## config.mk

```make
export PLATFORM = sky130hd
export DESIGN_NAME = commit_trace_merger
export DESIGN_NICKNAME = d
export VERILOG_FILES = /design/src/rtl/trace_pkg.sv /design/src/rtl/trace_fifo_2w1r.sv /design/src/rtl/commit_trace_merger.sv
export SDC_FILE = /design/constraint.sdc
export NUM_CORES = 2
export LEC_CHECK = 0
export BUFFER_PORTS_ARGS = -buffer_cell sky130_fd_sc_hd__buf_2
export CORE_ASPECT_RATIO = 1.2
export CORE_MARGIN = 1.5
export CORE_UTILIZATION = 49
export DETAILED_ROUTE_END_ITERATION = 6
export MAX_ROUTING_LAYER = met4
export PLACE_DENSITY = 0.75
export SLEW_MARGIN = 20
export SYNTH_ARGS = -nofsm -noshare
export SYNTH_HDL_FRONTEND = slang
export SYNTH_SLANG_ARGS = --single-unit
```

## constraint.sdc

```tcl
create_clock -name sys_clk -period 32.7 [get_ports sys_clk]
set_input_delay 9.81 -clock sys_clk [delete_from_list [all_inputs] [get_ports sys_clk]]
set_output_delay 9.81 -clock sys_clk [all_outputs]
set_load 0.01 [all_outputs]
```

## src/rtl/trace_pkg.sv

```systemverilog
// Shared types and helpers for the commit trace merger.
package trace_pkg;

    // One register-write record, as carried through the merge FIFO.
    typedef struct packed {
        logic [31:0] pc;
        logic [3:0]  wen;
        logic [4:0]  wnum;
        logic [31:0] wdata;
    } trace_rec_t;

    localparam int TRACE_REC_W = 73;

    // Zero every data byte whose write enable is clear.
    function automatic logic [31:0] mask_wdata(input logic [3:0] wen, input logic [31:0] wdata);
        logic [31:0] masked;
        masked = 32'd0;
        for (int i = 0; i < 4; i++) begin
            masked[i*8 +: 8] = wdata[i*8 +: 8] & {8{wen[i]}};
        end
        return masked;
    endfunction

endpackage

```

## src/rtl/trace_fifo_2w1r.sv

```systemverilog
// Register FIFO with up to two in-order writes and one read per cycle.
// Record A is always written before record B; B is only written together with A.
// The head entry is read straight from the register array.
module trace_fifo_2w1r
    import trace_pkg::*;
#(
    parameter int DEPTH = 16,
    parameter int LVL_W = $clog2(DEPTH) + 1
) (
    input  logic             sys_clk,
    input  logic             resetn,
    input  logic             i_push_a,
    input  trace_rec_t       i_rec_a,
    input  logic             i_push_b,
    input  trace_rec_t       i_rec_b,
    input  logic             i_pop,
    output trace_rec_t       o_head,
    output logic [LVL_W-1:0] o_level
);

    localparam int PTR_W = $clog2(DEPTH);

    trace_rec_t       r_mem [DEPTH];
    logic [PTR_W-1:0] r_wr_ptr;
    logic [PTR_W-1:0] r_rd_ptr;
    logic [LVL_W-1:0] r_level;
    logic [PTR_W-1:0] w_wr_ptr_b;
    logic             w_pop;

    assign w_wr_ptr_b = r_wr_ptr + PTR_W'(1);
    assign w_pop      = i_pop && (r_level != '0);
    assign o_head     = r_mem[r_rd_ptr];
    assign o_level    = r_level;

    // Storage writes: A at the write pointer, B in the slot right after it.
    always_ff @(posedge sys_clk) begin
        if (i_push_a) begin
            r_mem[r_wr_ptr] <= i_rec_a;
        end
        if (i_push_a && i_push_b) begin
            r_mem[w_wr_ptr_b] <= i_rec_b;
        end
    end

    // Pointer and occupancy bookkeeping; pointers wrap modulo DEPTH.
    always_ff @(posedge sys_clk) begin
        if (!resetn) begin
            r_wr_ptr <= '0;
            r_rd_ptr <= '0;
            r_level  <= '0;
        end else begin
            r_wr_ptr <= r_wr_ptr + PTR_W'(i_push_a) + PTR_W'(i_push_a && i_push_b);
            r_rd_ptr <= r_rd_ptr + PTR_W'(w_pop);
            r_level  <= r_level + LVL_W'(i_push_a) + LVL_W'(i_push_a && i_push_b)
                        - LVL_W'(w_pop);
        end
    end

endmodule

```

## src/rtl/commit_trace_merger.sv

```systemverilog
// Merges the dual-issue commit debug ports into one in-order register-write stream.
// Filters non-writes, buffers bursts, counts dropped records and detects END_PC.
// Optional build macro: TRACE_BYTE_MASK_EN (stored wdata masked per byte by wen).
module commit_trace_merger
    import trace_pkg::*;
#(
    parameter int          DEPTH  = 16,
    parameter logic [31:0] END_PC = 32'hbfc00100,
    parameter int          CNT_W  = 16
) (
    input  logic                     sys_clk,
    input  logic                     resetn,
    input  logic                     trace_en,
    input  logic [31:0]              wb_pc0,
    input  logic [3:0]               wb_wen0,
    input  logic [4:0]               wb_wnum0,
    input  logic [31:0]              wb_wdata0,
    input  logic [31:0]              wb_pc1,
    input  logic [3:0]               wb_wen1,
    input  logic [4:0]               wb_wnum1,
    input  logic [31:0]              wb_wdata1,
    output logic                     out_valid,
    input  logic                     out_ready,
    output logic [31:0]              out_pc,
    output logic [3:0]               out_wen,
    output logic [4:0]               out_wnum,
    output logic [31:0]              out_wdata,
    output logic [$clog2(DEPTH):0]   level,
    output logic                     overflow,
    output logic [CNT_W-1:0]         drop_cnt,
    output logic                     trace_end
);

    localparam int LVL_W = $clog2(DEPTH) + 1;

    logic             r_overflow;
    logic [CNT_W-1:0] r_drop_cnt;
    logic             r_trace_end;

    logic             w_active;
    logic             w_cap0;
    logic             w_cap1;
    logic             w_end0;
    logic             w_end1;
    logic [1:0]       w_want;
    logic [1:0]       w_accept;
    logic [1:0]       w_drop;
    logic [LVL_W-1:0] w_free;
    logic [LVL_W-1:0] w_level;
    logic [CNT_W:0]   w_drop_sum;
    trace_rec_t       w_rec0;
    trace_rec_t       w_rec1;
    trace_rec_t       w_rec_a;
    trace_rec_t       w_head;
    logic             w_push_a;
    logic             w_push_b;

    // Build the candidate records, masking data bytes only when the feature is built in.
    always_comb begin
        w_rec0.pc   = wb_pc0;
        w_rec0.wen  = wb_wen0;
        w_rec0.wnum = wb_wnum0;
        w_rec1.pc   = wb_pc1;
        w_rec1.wen  = wb_wen1;
        w_rec1.wnum = wb_wnum1;
`ifdef TRACE_BYTE_MASK_EN
        w_rec0.wdata = mask_wdata(wb_wen0, wb_wdata0);
        w_rec1.wdata = mask_wdata(wb_wen1, wb_wdata1);
`else
        w_rec0.wdata = wb_wdata0;
        w_rec1.wdata = wb_wdata1;
`endif
    end

    // Filter, end detection and space arbitration; slot0 always wins the last free entry.
    always_comb begin
        w_active = trace_en && !r_trace_end;
        w_end0   = w_active && (wb_pc0 == END_PC);
        w_end1   = w_active && (wb_pc1 == END_PC);
        w_cap0   = w_active && (|wb_wen0) && (wb_wnum0 != 5'd0);
        // A younger slot behind the END commit is discarded outright, not dropped.
        w_cap1   = w_active && (|wb_wen1) && (wb_wnum1 != 5'd0) && !w_end0;
        w_want   = 2'(w_cap0) + 2'(w_cap1);
        // Free space ignores any pop happening in this same cycle.
        w_free   = LVL_W'(DEPTH) - w_level;
        if (w_free >= LVL_W'(w_want)) begin
            w_accept = w_want;
        end else begin
            w_accept = w_free[1:0];
        end
        w_drop   = w_want - w_accept;
        w_push_a = (w_accept != 2'd0);
        w_push_b = (w_accept == 2'd2);
        w_rec_a  = w_cap0 ? w_rec0 : w_rec1;
        w_drop_sum = {1'b0, r_drop_cnt} + (CNT_W + 1)'(w_drop);
    end

    // Sticky status flags and the saturating drop counter.
    always_ff @(posedge sys_clk) begin
        if (!resetn) begin
            r_overflow  <= 1'b0;
            r_drop_cnt  <= '0;
            r_trace_end <= 1'b0;
        end else begin
            if (w_drop != 2'd0) begin
                r_overflow <= 1'b1;
                r_drop_cnt <= w_drop_sum[CNT_W] ? {CNT_W{1'b1}} : w_drop_sum[CNT_W-1:0];
            end
            if (w_end0 || w_end1) begin
                r_trace_end <= 1'b1;
            end
        end
    end

    trace_fifo_2w1r #(
        .DEPTH (DEPTH),
        .LVL_W (LVL_W)
    ) u_fifo (
        .sys_clk  (sys_clk),
        .resetn   (resetn),
        .i_push_a (w_push_a),
        .i_rec_a  (w_rec_a),
        .i_push_b (w_push_b),
        .i_rec_b  (w_rec1),
        .i_pop    (out_valid && out_ready),
        .o_head   (w_head),
        .o_level  (w_level)
    );

    // Data fields read as zero while the FIFO is empty, so they are zero out of reset.
    assign out_valid = (w_level != '0);
    assign out_pc    = out_valid ? w_head.pc    : 32'd0;
    assign out_wen   = out_valid ? w_head.wen   : 4'd0;
    assign out_wnum  = out_valid ? w_head.wnum  : 5'd0;
    assign out_wdata = out_valid ? w_head.wdata : 32'd0;
    assign level     = w_level;
    assign overflow  = r_overflow;
    assign drop_cnt  = r_drop_cnt;
    assign trace_end = r_trace_end;

endmodule

```

==> impl_metrics.tcl <==
set metrics [dict create \
    synthCells 3524 \
    fin_crit_ps 16620 \
    max_stage_delay_ps 930 \
    synth_area_per_cell_um2 18.03 \
    reg2reg_depth 12 \
    hpwl_mm 97.14 \
    status "finished, final reports clean" \
    rsz0062_at_grt "false" \
    clock_skew_ps 58.86 \
    viasPerCell 6.459 \
    required_ps 33070 \
    fin_crit_sh 0.5083 \
    vias 34610 \
    fmax_mhz 60.16 \
    cts_resized 0 \
    fillers 9981 \
    cts_max_path_buffers 3 \
    clkPwrFrac 0.297 \
    critPathLaunch "wb_pc0[1]" \
    hold_viol 0 \
    power_density_mw_per_mm2 67.95 \
    ctsHoldBuffers 0 \
    cts.sinks 1199 \
    remaining_drc_errors 0 \
    synthArstFlopShare 0 \
    dpl-instance-area_mm2 0.06529 \
    fin_ws_ps 16080 \
    core_mm2 0.1285 \
    arrival_ps 16990 \
    cts-root-buf "clkbuf_16" \
    critPathKind "in2reg" \
    ant_nets 0 \
    fin_cells 5358 \
    ys_seq_area_frac 0.5617 \
    wl_mm 173.4 \
    path_cells "buf_2 > nor4_1 > nand4_1 > nor4_1 > a2111oi_2 > ha_1 > ha_1 > nand2b_1 > a2111o_1 > or2_0 > mux2i_1 > nand2_1 > o21ai_4 > buf_4" \
    hold_depth 2 \
    total_power_mw 4.712 \
    rows 144 \
    nets 3737 \
    htreeDepth 3 \
    synth_area_leader_cell "edfxtp_1" \
    ios 247 \
    hold_class "reg2reg" \
    dieArea_mm2 0.1319 \
    initial_utilization 0.4947 \
    grt_max_degree 145 \
    first_pass_iters 5 \
    power_frac_comb 0.291 \
    place_ws_ps 15380 \
    p_sw_frac 0.3006 \
    cts_tree "done" \
    relSlewSlack 0.1862 \
    ys_ff_latch 1199 \
    p_int_mw 3.295 \
    hold_start "overflow" \
    grt_pass1_vias 35910 \
    worst-slew-pin-transition_ps 1221 \
    clock_latency_ps 780 \
    synth_ff_type "edfxtp_1" \
    ys_top_cells_by_area "edfxtp_1, mux4_2, mux2_2" \
    cts_setup_buffers 0 \
    reg2reg_from "trace_end" \
    dp.cells 5121 \
    grt_pass1_wl_mm 252.4 \
    design_area_mm2 0.06934 \
    wl_per_cell_um 32.36 \
    syn_area_mm2 0.06355 \
    critPathSlowestCell "nor4_1" \
    utilization 0.5398 \
    power.net_switching_mw 1.416 \
    drv_slew 0 \
    yosysUniqueCellTypes 63 \
    final_cell_mix "edfxtp_1, mux2_2, mux4_2" \
    regArea_mm2 0.03571 \
    crit_fanout 51 \
    synth-edff-count 1168 \
    ys_warn_count 0 \
    syn-num-nets 3693 \
    layout_commonest_cell "edfxtp_1" \
    chipWidth_um 331.8 \
    place.gp.congestion 0.8100 \
    io_buffers 246 \
    drtIter0Drc 4124 \
    area_growth_pct 9.110 \
    setup_viol 0 \
    clkTransAtPathRegs_ps 60 \
    leakage_nw 22.83 \
    grtUsageTotal 0.2696 \
    die_h_um 397.5 \
    irDropWorstVdd_mv 0.06395 \
    cts-buffers-inserted 120 \
    multi_input_area_mm2 0.02574 \
    synth_top_area_frac 0.5519 \
    startpoint_type "primary input" \
    tns_ps 0 \
    whs_ps 491.9 \
    seq_power_share 0.412 \
    cp-end-kind "flop" \
    antenna_found_initial 15 \
    layout-drive-gt1-share 0.5080 \
    overflow 0 \
    max_cap_violations 0 \
]
## power by group through the flow
stage,clock network (mW),logic [mW],registers (mW)
6_report,1.40,1.37,1.94
5_1_grt,1.47,1.45,1.95
4_1_cts,1.41,1.38,1.94
3_5_place_dp,0,1.37,1.97
3_3_place_gp,0,1.36,1.97
2_1_floorplan,0,0.923,1.98
## area by class of cell
cell class | count | area share
antenna | 10 | 0.0003609
clock buffer | 149 | 0.04516
clock inverter | 74 | 0.01133
inverter | 17 | 0.0009564
multi-input combinational | 1924 | 0.3712
sequential | 1199 | 0.5150
tap | 1679 | 0.03030
timing repair buffer | 306 | 0.02571
## cell usage after synthesis, drive strengths merged (2+ instances only)
master	instances
mux2	1240
edfxtp	1168
mux4	365
clkbuf	220
buf	164
and2	81
dfxtp	31
nor2	25
nand3	22
nand2	21
ha	17
inv	16
o21ai	13
nor3	12
xnor2	12
a21oi	11
nor4	11
nand4	10
a31oi	9
and3	8
nor2b	6
nand2b	5
nor3b	5
nor4b	5
o21bai	4
or2	4
or4	4
nand4b	3
o31ai	3
xor2	3
a21o	2
a31o	2
fa	2
mux2i	2
nor4bb	2
or3	2
## path summary, 6_finish.rpt
check,end,slack [ps]
max,u_fifo.r_mem[3][26],16080
min,overflow,490
max reg2reg,u_fifo.r_mem[3][26],25720
min reg2reg,overflow,490
## critical path: cells and delay by family
kind            cells  cell delay (ps)
compound gates      3             1630
fa+ha+maj           2              720
buf+inv             2             1030
mux                 1              640
simple gates        6             3070
## cells by family (layout without fill, tap and decap cells)
kind of cell,after synthesis,count (layout),share of synthesized area
mux,1607,1607,0.3669
fa+ha+maj,19,19,0.003977
flops,1199,1199,0.5617
other cells,0,10,0
simple gates,228,228,0.02158
compound gates,55,55,0.005808
xor+xnor,15,15,0.002067
buf+inv,401,546,0.03804
## layer usage
metal / GRT usage / wire (µm) / vias up / share of wire
li1: - / - / 14310 / -
met1: 0.3423 / 67740 / 18520 / 0.39
met2: 0.4502 / 88280 / 1536 / 0.51
met3: 0.03958 / 12750 / 250 / 0.074
met4: 0.08106 / 4630 / 0 / 0.027
met5: - / 0 / - / 0
## flip-flops by register name, summed over array words and instances, names as in the netlist
signal	count
trace_end	1
u_fifo.r_wr_ptr	4
drop_cnt	16
u_fifo.o_level	5
u_fifo.r_mem	1168
u_fifo.r_rd_ptr	4
overflow	1
Power figures use the tool's default switching activity.
